==> config.mk <==
export PLATFORM = sky130hd
export DESIGN_NAME = block_renderer
export DESIGN_NICKNAME = d
export VERILOG_FILES = /design/src/rtl/tob_pkg.sv /design/src/rtl/rect_scanner.sv /design/src/rtl/block_renderer.sv
export SDC_FILE = /design/constraint.sdc
export NUM_CORES = 1
export LEC_CHECK = 0
export ABC_AREA = 1
export BUFFER_PORTS_ARGS = -buffer_cell sky130_fd_sc_hd__buf_2
export CAP_MARGIN = 15
export CORE_ASPECT_RATIO = 0.8
export CORE_MARGIN = 10
export CORE_UTILIZATION = 40
export CTS_BUF_LIST = sky130_fd_sc_hd__clkbuf_8
export CTS_CLUSTER_DIAMETER = 50
export DETAILED_ROUTE_END_ITERATION = 16
export PLACE_DENSITY = 0.59
export SLEW_MARGIN = 25
export SYNTH_ARGS = -nofsm -noshare
export SYNTH_HDL_FRONTEND = slang
export SYNTH_SLANG_ARGS = --single-unit
==> constraint.sdc <==
create_clock -name clk -period 2.8 [get_ports clk]
set_input_delay 0.56 -clock clk [delete_from_list [all_inputs] [get_ports clk]]
set_output_delay 0.56 -clock clk [all_outputs]
set_load 0.02 [all_outputs]
==> src/rtl/tob_pkg.sv <==
// Shared definitions for the stacking-game drawing path.
// Screen geometry, colour codes, FSM encoding and clip helper.
package tob_pkg;

  localparam int SCREEN_W = 160;
  localparam int SCREEN_H = 120;

  localparam int DXW = 6;
  localparam int DYW = 5;

  localparam logic [2:0] COL_BLACK = 3'b000;
  localparam logic [2:0] COL_BLUE  = 3'b001;
  localparam logic [2:0] COL_GREEN = 3'b010;
  localparam logic [2:0] COL_RED   = 3'b100;
  localparam logic [2:0] COL_WHITE = 3'b111;
  localparam logic [2:0] COL_BG    = COL_BLACK;

  typedef enum logic [1:0] {
    S_IDLE,
    S_ERASE,
    S_DRAW,
    S_DONE
  } state_e;

  function automatic logic on_screen(
    input logic [8:0] px,
    input logic [7:0] py,
    input int         sw,
    input int         sh
  );
    return (32'(px) < sw) && (32'(py) < sh);
  endfunction

endpackage

==> src/rtl/rect_scanner.sv <==
// Row-major dx/dy walker over a BLOCK_W x BLOCK_H rectangle.
// Exposes next-state offsets so the caller can register pixels.
module rect_scanner
  import tob_pkg::*;
#(
  parameter int BLOCK_W = 16,
  parameter int BLOCK_H = 4
) (
  input  logic           clk,
  input  logic           reset,
  input  logic           start_i,
  input  logic           adv_i,
  output logic [DXW-1:0] dx_nxt_o,
  output logic [DYW-1:0] dy_nxt_o,
  output logic           last_o
);

  localparam logic [DXW-1:0] DX_MAX = DXW'(BLOCK_W - 1);
  localparam logic [DYW-1:0] DY_MAX = DYW'(BLOCK_H - 1);

  logic [DXW-1:0] dx_q, dx_d;
  logic [DYW-1:0] dy_q, dy_d;

  // next offset: restart at origin or step inner dx then outer dy
  always_comb begin
    dx_d = dx_q;
    dy_d = dy_q;
    if (start_i) begin
      dx_d = '0;
      dy_d = '0;
    end else if (adv_i) begin
      if (dx_q == DX_MAX) begin
        dx_d = '0;
        dy_d = dy_q + DYW'(1);
      end else begin
        dx_d = dx_q + DXW'(1);
      end
    end
  end

  // offset registers
  always_ff @(posedge clk) begin
    if (reset) begin
      dx_q <= '0;
      dy_q <= '0;
    end else begin
      dx_q <= dx_d;
      dy_q <= dy_d;
    end
  end

  assign dx_nxt_o = dx_d;
  assign dy_nxt_o = dy_d;
  assign last_o   = (dx_q == DX_MAX) && (dy_q == DY_MAX);

endmodule

==> src/rtl/block_renderer.sv <==
// Rasterises the game block into the VGA plot port.
// Optional erase of the previous block, one pixel per cycle.
module block_renderer #(
  parameter int         BLOCK_W   = 16,
  parameter int         BLOCK_H   = 4,
  parameter int         SCREEN_W  = tob_pkg::SCREEN_W,
  parameter int         SCREEN_H  = tob_pkg::SCREEN_H,
  parameter logic [2:0] BG_COLOUR = tob_pkg::COL_BG
) (
  input  logic       clk,
  input  logic       reset,
  input  logic       req,
  input  logic [7:0] x_in,
  input  logic [6:0] y_in,
  input  logic [2:0] colour_in,
  input  logic       erase_en,
  output logic       busy,
  output logic       done,
  output logic [7:0] vga_x,
  output logic [6:0] vga_y,
  output logic [2:0] vga_colour,
  output logic       plot
);

  import tob_pkg::*;

  state_e state_q;

  logic [7:0] cap_x_q, prev_x_q, pend_x_q;
  logic [6:0] cap_y_q, prev_y_q, pend_y_q;
  logic [2:0] cap_col_q, pend_col_q;
  logic       pend_er_q, pend_valid_q, prev_valid_q;

  logic       busy_q, done_q, plot_q;
  logic [7:0] vga_x_q;
  logic [6:0] vga_y_q;
  logic [2:0] vga_col_q;

  logic           scan_start, scan_adv, last;
  logic [DXW-1:0] dx_nxt;
  logic [DYW-1:0] dy_nxt;

  logic       in_idle, in_done, in_erase, scanning;
  logic       use_req, op_go, op_er, op_erase;
  logic       src_prev_v;
  logic [7:0] op_x, src_prev_x, base_x;
  logic [6:0] op_y, src_prev_y, base_y;
  logic [2:0] op_col, base_col;
  logic       emit;
  logic [8:0] px;
  logic [7:0] py;

  rect_scanner #(
    .BLOCK_W (BLOCK_W),
    .BLOCK_H (BLOCK_H)
  ) u_scan (
    .clk      (clk),
    .reset    (reset),
    .start_i  (scan_start),
    .adv_i    (scan_adv),
    .dx_nxt_o (dx_nxt),
    .dy_nxt_o (dy_nxt),
    .last_o   (last)
  );

  // op selection, next pixel source and clip geometry
  always_comb begin
    in_idle  = (state_q == S_IDLE);
    in_done  = (state_q == S_DONE);
    in_erase = (state_q == S_ERASE);
    scanning = in_erase || (state_q == S_DRAW);

    use_req = in_idle || req;
    op_x    = use_req ? x_in      : pend_x_q;
    op_y    = use_req ? y_in      : pend_y_q;
    op_col  = use_req ? colour_in : pend_col_q;
    op_er   = use_req ? erase_en  : pend_er_q;
    op_go   = (in_idle && req) ||
              (in_done && (req || pend_valid_q));

    // in DONE the block just drawn becomes the one to erase
    src_prev_x = in_done ? cap_x_q : prev_x_q;
    src_prev_y = in_done ? cap_y_q : prev_y_q;
    src_prev_v = in_done || prev_valid_q;
    op_erase   = op_er && src_prev_v;

    scan_adv   = scanning && !last;
    scan_start = op_go || (in_erase && last);
    emit       = scan_start || scan_adv;

    base_x   = cap_x_q;
    base_y   = cap_y_q;
    base_col = cap_col_q;
    unique case (1'b1)
      op_go: begin
        base_x   = op_erase ? src_prev_x : op_x;
        base_y   = op_erase ? src_prev_y : op_y;
        base_col = op_erase ? BG_COLOUR  : op_col;
      end
      (in_erase && !last): begin
        base_x   = prev_x_q;
        base_y   = prev_y_q;
        base_col = BG_COLOUR;
      end
      default: ;
    endcase

    px = {1'b0, base_x} + 9'(dx_nxt);
    py = {1'b0, base_y} + 8'(dy_nxt);
  end

  // control FSM with registered pixel and handshake outputs
  always_ff @(posedge clk) begin
    if (reset) begin
      state_q      <= S_IDLE;
      busy_q       <= 1'b0;
      done_q       <= 1'b0;
      plot_q       <= 1'b0;
      vga_x_q      <= '0;
      vga_y_q      <= '0;
      vga_col_q    <= '0;
      prev_valid_q <= 1'b0;
      pend_valid_q <= 1'b0;
      pend_er_q    <= 1'b0;
      pend_x_q     <= '0;
      pend_y_q     <= '0;
      pend_col_q   <= '0;
      cap_x_q      <= '0;
      cap_y_q      <= '0;
      cap_col_q    <= '0;
      prev_x_q     <= '0;
      prev_y_q     <= '0;
    end else begin
      plot_q <= emit && on_screen(px, py, SCREEN_W, SCREEN_H);
      if (emit) begin
        vga_x_q   <= px[7:0];
        vga_y_q   <= py[6:0];
        vga_col_q <= base_col;
      end

      if (req && scanning) begin
        pend_valid_q <= 1'b1;
        pend_x_q     <= x_in;
        pend_y_q     <= y_in;
        pend_col_q   <= colour_in;
        pend_er_q    <= erase_en;
      end

      unique case (state_q)
        S_IDLE: begin
          done_q <= 1'b0;
          if (op_go) begin
            cap_x_q   <= op_x;
            cap_y_q   <= op_y;
            cap_col_q <= op_col;
            busy_q    <= 1'b1;
            state_q   <= op_erase ? S_ERASE : S_DRAW;
          end
        end
        S_ERASE: begin
          if (last) state_q <= S_DRAW;
        end
        S_DRAW: begin
          if (last) begin
            done_q  <= 1'b1;
            state_q <= S_DONE;
          end
        end
        S_DONE: begin
          done_q       <= 1'b0;
          prev_x_q     <= cap_x_q;
          prev_y_q     <= cap_y_q;
          prev_valid_q <= 1'b1;
          if (op_go) begin
            cap_x_q      <= op_x;
            cap_y_q      <= op_y;
            cap_col_q    <= op_col;
            pend_valid_q <= 1'b0;
            state_q      <= op_erase ? S_ERASE : S_DRAW;
          end else begin
            busy_q  <= 1'b0;
            state_q <= S_IDLE;
          end
        end
      endcase
    end
  end

  assign busy       = busy_q;
  assign done       = done_q;
  assign plot       = plot_q;
  assign vga_x      = vga_x_q;
  assign vga_y      = vga_y_q;
  assign vga_colour = vga_col_q;

endmodule
# [Word level (Yosys, flattened, before mapping)]
# Cells that the tools add are included.
[op_classes] n_addsub=4 mul=0 div_mod_pow=0 order_cmp=2 n_eq_ne=9 shift=0 muxes=32 bitwise_logic=0 reduce_logical=26
[ops] operator="$mux 8" count=3
[ops] operator="$mux 7" count=3
[ops] operator="$mux 6" count=3
[ops] operator="$pmux 8 s2" count=1
[ops] operator="$mux 5" count=3
[ops] operator="$pmux 7 s2" count=1
[ops] operator="$logic_and 1x1->1" count=10
[ops] operator="$mux 2" count=5
[ops] operator="$add 8x6->9" count=1
[ops] operator="$lt 9x8->1 const B" count=1
[ops] operator="$add 7x5->8" count=1
[ops] operator="$lt 8x7->1 const B" count=1
[ops] operator="$pmux 2 s4" count=1
[ops] operator="$logic_or 1x1->1" count=7
[ops] operator="$mux 1" count=7
[ops] operator="$add 6x1->6 const B" count=1
[ops] operator="$eq 6x4->1 const B" count=1
[ops] operator="$mux 3" count=2
[ops] operator="$ne 2x2->1 const B" count=3
[ops] operator="$pmux 3 s2" count=1
[ops] operator="$reduce_and 3->1" count=2
[ops] operator="$add 5x1->5 const B" count=1
[ops] operator="$eq 5x2->1 const B" count=1
[ops] operator="$eq 2x2->1 const B" count=2
[ops] operator="other kinds (8)" count=11
[totals] ff_bits=88 latch_bits=0 mem_bits_rw=0 mem_bits_ro=0 inputBits=22 n_memories=0

# [Depth between registers and ports, before layout]
[depth] word_depth=10 mapped_depth=24 mapped_depth_nobuf=24

# [Hierarchy]
# Synthesis repeated with hierarchy kept, for this count alone.
[hier_totals] hier_cells=673 area_unflattened_um2=4807.1
[modules_own_cells] module="block_renderer" instances=1 cells_each=577 area_each_um2=4149.0 seq_area_each_um2=1541.5
[modules_own_cells] module="rect_scanner" instances=1 cells_each=96 area_each_um2=658.1 seq_area_each_um2=220.2

# [Worst setup path before layout]
# No wires, ideal clock.
[synth_path] path_kind="register to register" startpoint="register state_q[0]" endpoint="register plot_q (netlist: plot)" setup_time_ps=113 arrival_time_ps=2832 required_ps=2687 setup_slack_ps=-144 stages_incl_launch_ff=22 path_buffers=2 period_less_slack_ps=2944 cell_sequence="dfxtp_1 -> inv_1 -> ha_1 -> nor2_4 -> buf_6 -> buf_4 -> mux2i_1 -> o22ai_1 -> a21oi_1 -> o21ai_0 -> ha_1 -> fa_1 -> inv_1 -> nor3_1 -> nor2_1 -> inv_1 -> nand2_2 -> nand2_1 -> nand2_1 -> nand2_1 -> nand2_1 -> nor2_1"
[synth_via] elab_chain_len=10 word_cells_on_any_way=35
[synth_lines] item="from (decl)" line="block_renderer.sv:27" text="state_e state_q;"
[synth_lines] item="from (signal assigned)" line="block_renderer.sv:157" text="state_q <= op_erase ? S_ERASE : S_DRAW;"
[synth_lines] item="from (signal assigned)" line="block_renderer.sv:179" text="state_q <= op_erase ? S_ERASE : S_DRAW;"
[synth_lines] item="$logic_not 2->1" line="block_renderer.sv:68" text="in_idle = (state_q == S_IDLE);"
[synth_lines] item="$logic_or 1x1->1" line="block_renderer.sv:73" text="use_req = in_idle || req;"
[synth_lines] item="$mux 1" line="block_renderer.sv:77" text="op_er = use_req ? erase_en : pend_er_q;"
[synth_lines] item="$logic_and 1x1->1" line="block_renderer.sv:85" text="op_erase = op_er && src_prev_v;"
[synth_lines] item="$mux 8 or $mux 7 (tied branches)" line="block_renderer.sv:96, block_renderer.sv:97"
[synth_lines] item="$pmux 8 s2 or $pmux 7 s2 (tied branches)" line="block_renderer.sv:94" text="unique case (1'b1)"
[synth_lines] item="$add 8x6->9 or $add 7x5->8 (tied branches)" line="block_renderer.sv:108, block_renderer.sv:109"
[synth_lines] item="$lt 9x8->1 or $lt 8x7->1 (tied branches)" line="tob_pkg.sv:31" text="return (32'(px) < sw) && (32'(py) < sh);"
[synth_lines] item="$logic_and 1x1->1" line="tob_pkg.sv:31"
[synth_lines] item="$logic_and 1x1->1 *" line="block_renderer.sv:134" text="plot_q <= emit && on_screen(px, py, SCREEN_W, SCREEN_H);"
[synth_lines] item="to (signal assigned)" line="block_renderer.sv:134"
[synth_lines] item="to (decl)" line="block_renderer.sv:34" text="logic busy_q, done_q, plot_q;"
# Every way passes the cells marked *; elsewhere a longest branch is shown, timed or not.
# A chain may end at the register's enable or synchronous reset.

# [Worst setup path after layout]
[layout_path] startpoint="register state_q[1]" endpoint="register plot_q (netlist: plot)"
# The elaborated chain is that of the path after synthesis.

==> out/metrics.cfg <==
[critical_path]
critPathMaxStageDelay_ns = 0.36
start_kind = register
rrSetupSlack_ns = -0.08
crit_path_cell_trace = inv_2, ha_4, nor2_4, buf_12, buf_12, mux2i_4, o22ai_1, a21oi_1, nand2_1, ha_4, a21o_1, nand2_1, nand3_2, buf_4, xnor2_4, nand2_1, nand2_1, nand2_1, nor2_1
r2r_start = state_q[1]
crit_slowest_cell = dfxtp_4
critPathKind = reg -> reg
path_max_fanout = 8
cp_common_cell = nand2_1
arrival_ns = 3.21
r2r-end = plot
worstPathRequired_ns = 3.12
r2r.worst_path.cells = 19
crit_path_start = state_q[1]
crit_path_end_kind = register

[layout]
nets = 794
stdcell_area_sq_mm = 0.00639
drive_above_1_share = 0.372
antennaDiodeCount = 0
final_cells = 904
fill_cells = 1069
area_growth_pct = 35.7

[detailed_routing]
wl_per_cell_microns = 15.2
route.detailed.drc = 0
viasPerCell = 5.10
first_pass_iters = 5
detail-route-antenna-nets = 0
route.vias.total = 4614
first_iter_violations = 295
wirelength_microns = 13700

[clock_network]
cts_sinks = 88
cts_root_buffer = clkbuf_8
cts_tree = yes
h-tree-depth = 3
clockBufferDepth = 2
clk_latency_ns = 0.38
numCtsBuffers = 9
clkSlewWorstSetupHoldPaths_ns = 0.09

[synth]
ys_ff_latch = 88
synth.avg_cell_area_sq_um = 7.47
yosysUniqueCellTypes = 42
syn_area_sq_mm = 0.00471
synth-main-ff-cell = dfxtp_1
syn_inst = 630
yosysWarnings = 0
synth_edf_count = 0
synthTopCellsByArea = dfxtp_1 37%, nand2_1 7.9%, o21ai_0 7.3%, a21oi_1 6.4%, nor2_1 5.8%
synth_async_sr_flop_share = 0
yosysSeqAreaShare = 0.374
yosysTopAreaCell = dfxtp_1
synth_top_area_share = 0.374
synth_fp_nets = 672

[global_route]
use_met3 = 0.0355
grt_pass1_vias = 4223
busiest_layer = met2
grt-ovfl-total = 0
track_usage = 0.158
use_met2 = 0.259
grt_max_degree = 52
met1_usage = 0.205
grt_first_pass_wirelength_microns = 21200
antenna_found_initial = 0

[placed_design]
dp.final_hpwl_microns = 9450
dp.cells = 869
dpl_cell_area_sq_mm = 0.00554
finalWeightedCongestion = 0.857
post-place-ws_ns = -0.262
io_buffers = 42

[hold_path]
hold_path_startpoint = y_in[1]
hold_end = pend_y_q[1]
min_delay_path_depth = 3
hold_class = in -> reg

[timing]
rsz0062_at_grt = yes
holdWs_ns = 0.450
timing.final.crit_share = 1.03
slew-limit-headroom = 0.611
final_hold_viol_count = 0
clock_skew_ns = 0.0121
tightestPinTransition_ns = 0.582
report.final.setup_viol = 5
fin_crit_ns = 2.88
slew_violations = 0
max_freq_mhz = 347
fin_ws_ns = -0.0839

[pwr]
cell_internal_pwr_mw = 3.66
p_sw_frac = 0.441
leakagePower_nw = 2.77
powerDensity_mw_per_mm2 = 1020
power_switching_mw = 2.89
p_clk_frac = 0.127
pwr-share-seq = 0.282
combPwrFrac = 0.591
vdd.ir_drop.worst_mv = 0.596

[die]
dieArea_sq_mm = 0.0165
fp-row-count = 35
start_util = 0.409
die_h_microns = 117
ioPinCount = 43
die_w_microns = 141
core-area_sq_mm = 0.0115

[run_status]
violations = negative setup slack
status = finished, violations left

[flow_run]
drv_cap = 0

## flip-flops by register name, summed over array words and instances (netlist names), 6 cells and up
signal,count
prev_y_q,7
cap_y_q,7
cap_x_q,8
vga_x,8
u_scan.dx_q,6
prev_x_q,8
pend_x_q,8
vga_y,7
pend_y_q,7
## how the worst max path moves through the flow
stage	end	slack, ns	cells past startpoint
global route	plot	-0.29	25
detailed placement	plot	-0.26	18
finish	plot	-0.08	19
global placement	plot	-0.27	18
CTS	plot	-0.04	22
floorplan	plot	0.01	20
## synth_stat cells (5+ instances only)
library cell / instances
xnor2_1: 5
nand3_2: 8
nand2_1: 99
o21ai_1: 5
o22ai_1: 11
o21ai_0: 69
nand3_1: 28
buf_2: 8
inv_1: 53
nand4_1: 5
a21oi_1: 60
a31oi_1: 6
dfxtp_1: 88
nor2_1: 73
inv_2: 5
mux2i_1: 18
clkbuf_1: 12
nor4_1: 5
ha_1: 18
nor3_1: 8
nand2_4: 5
## power groups by stage
stage	clock network (mW)	logic [mW]	registers [mW]
floorplan	0	2.01	1.90
global placement	0	3.15	1.82
detailed placement	0	3.18	1.83
CTS	0.865	3.35	1.83
global route	0.905	4.24	1.89
finish	0.831	3.87	1.84
## layout make-up
cell class | count | area, sq um | area share
Multi-Input combinational cell | 454 | 3030 | 0.474
Sequential cell | 88 | 1770 | 0.278
Timing Repair Buffer | 138 | 978 | 0.153
Inverter | 61 | 241 | 0.0378
Tap cell | 148 | 185 | 0.0290
Clock buffer | 10 | 138 | 0.0215
Clock inverter | 5 | 41.3 | 0.00646
## through the flow
stage	util	power [mW]	TNS, ns
global placement	0.481	4.97	-1.05
CTS	0.510	6.04	-0.0867
floorplan	-	3.91	0
global route	0.555	7.03	-1.30
finish	0.555	6.54	-0.253
detailed placement	0.481	5.01	-1.18
## layer usage
layer / vias to the layer above / part of all wire / routed length, microns
met1: 2158 / 0.48 / 6540
met4: 0 / 0.015 / 205
li1: 2355 / - / -
met5: - / 0 / 0
met2: 83 / 0.47 / 6410
met3: 18 / 0.042 / 570
## kinds of logic (layout without fill, tap and decap cells)
| family | Yosys count | in the layout | synth area share |
|---|---|---|---|
| and+or+nand+nor | 248 | 248 | 0.251 |
| adders and majority gates | 20 | 20 | 0.0564 |
| DFF | 88 | 88 | 0.374 |
| AOI/OAI and AO/OA | 158 | 158 | 0.177 |
| xor gates and xnor gates | 7 | 7 | 0.0130 |
| buffers and inverters | 88 | 214 | 0.0824 |
| muxes | 21 | 21 | 0.0455 |
## worst max-delay path: cells and delay by family (launching register included)
family	cells	cell delay [ns]
buffers and inverters	4	0.53
AOI/OAI and AO/OA	3	0.41
adders and majority gates	2	0.42
and+or+nand+nor	8	0.74
xor gates and xnor gates	1	0.14
DFF	1	0.36
muxes	1	0.24
## layout by cell type (no fill, tap or decap), drive strengths merged, types with 11 or more instances in the layout
cell type and instances:
mux2i 18, dfxtp 88, inv 62, nand2 110, o21ai 74, o22ai 11, nand3 36, ha 18
a21oi 61, nor2 80, buf 138
## what timing repair did
| action | in CTS | in global routing |
|---|---|---|
| setup buffers | 1 | 19 |
| setup endpoints to repair | 11 | 10 |
| endpoints found under the hold margin | 0 | 0 |
| hold buffers | 0 | 0 |
| pin swaps | 7 | 45 |
| gates resized for setup | 36 | 90 |
Note: power is estimated with default switching activity, not from simulation.
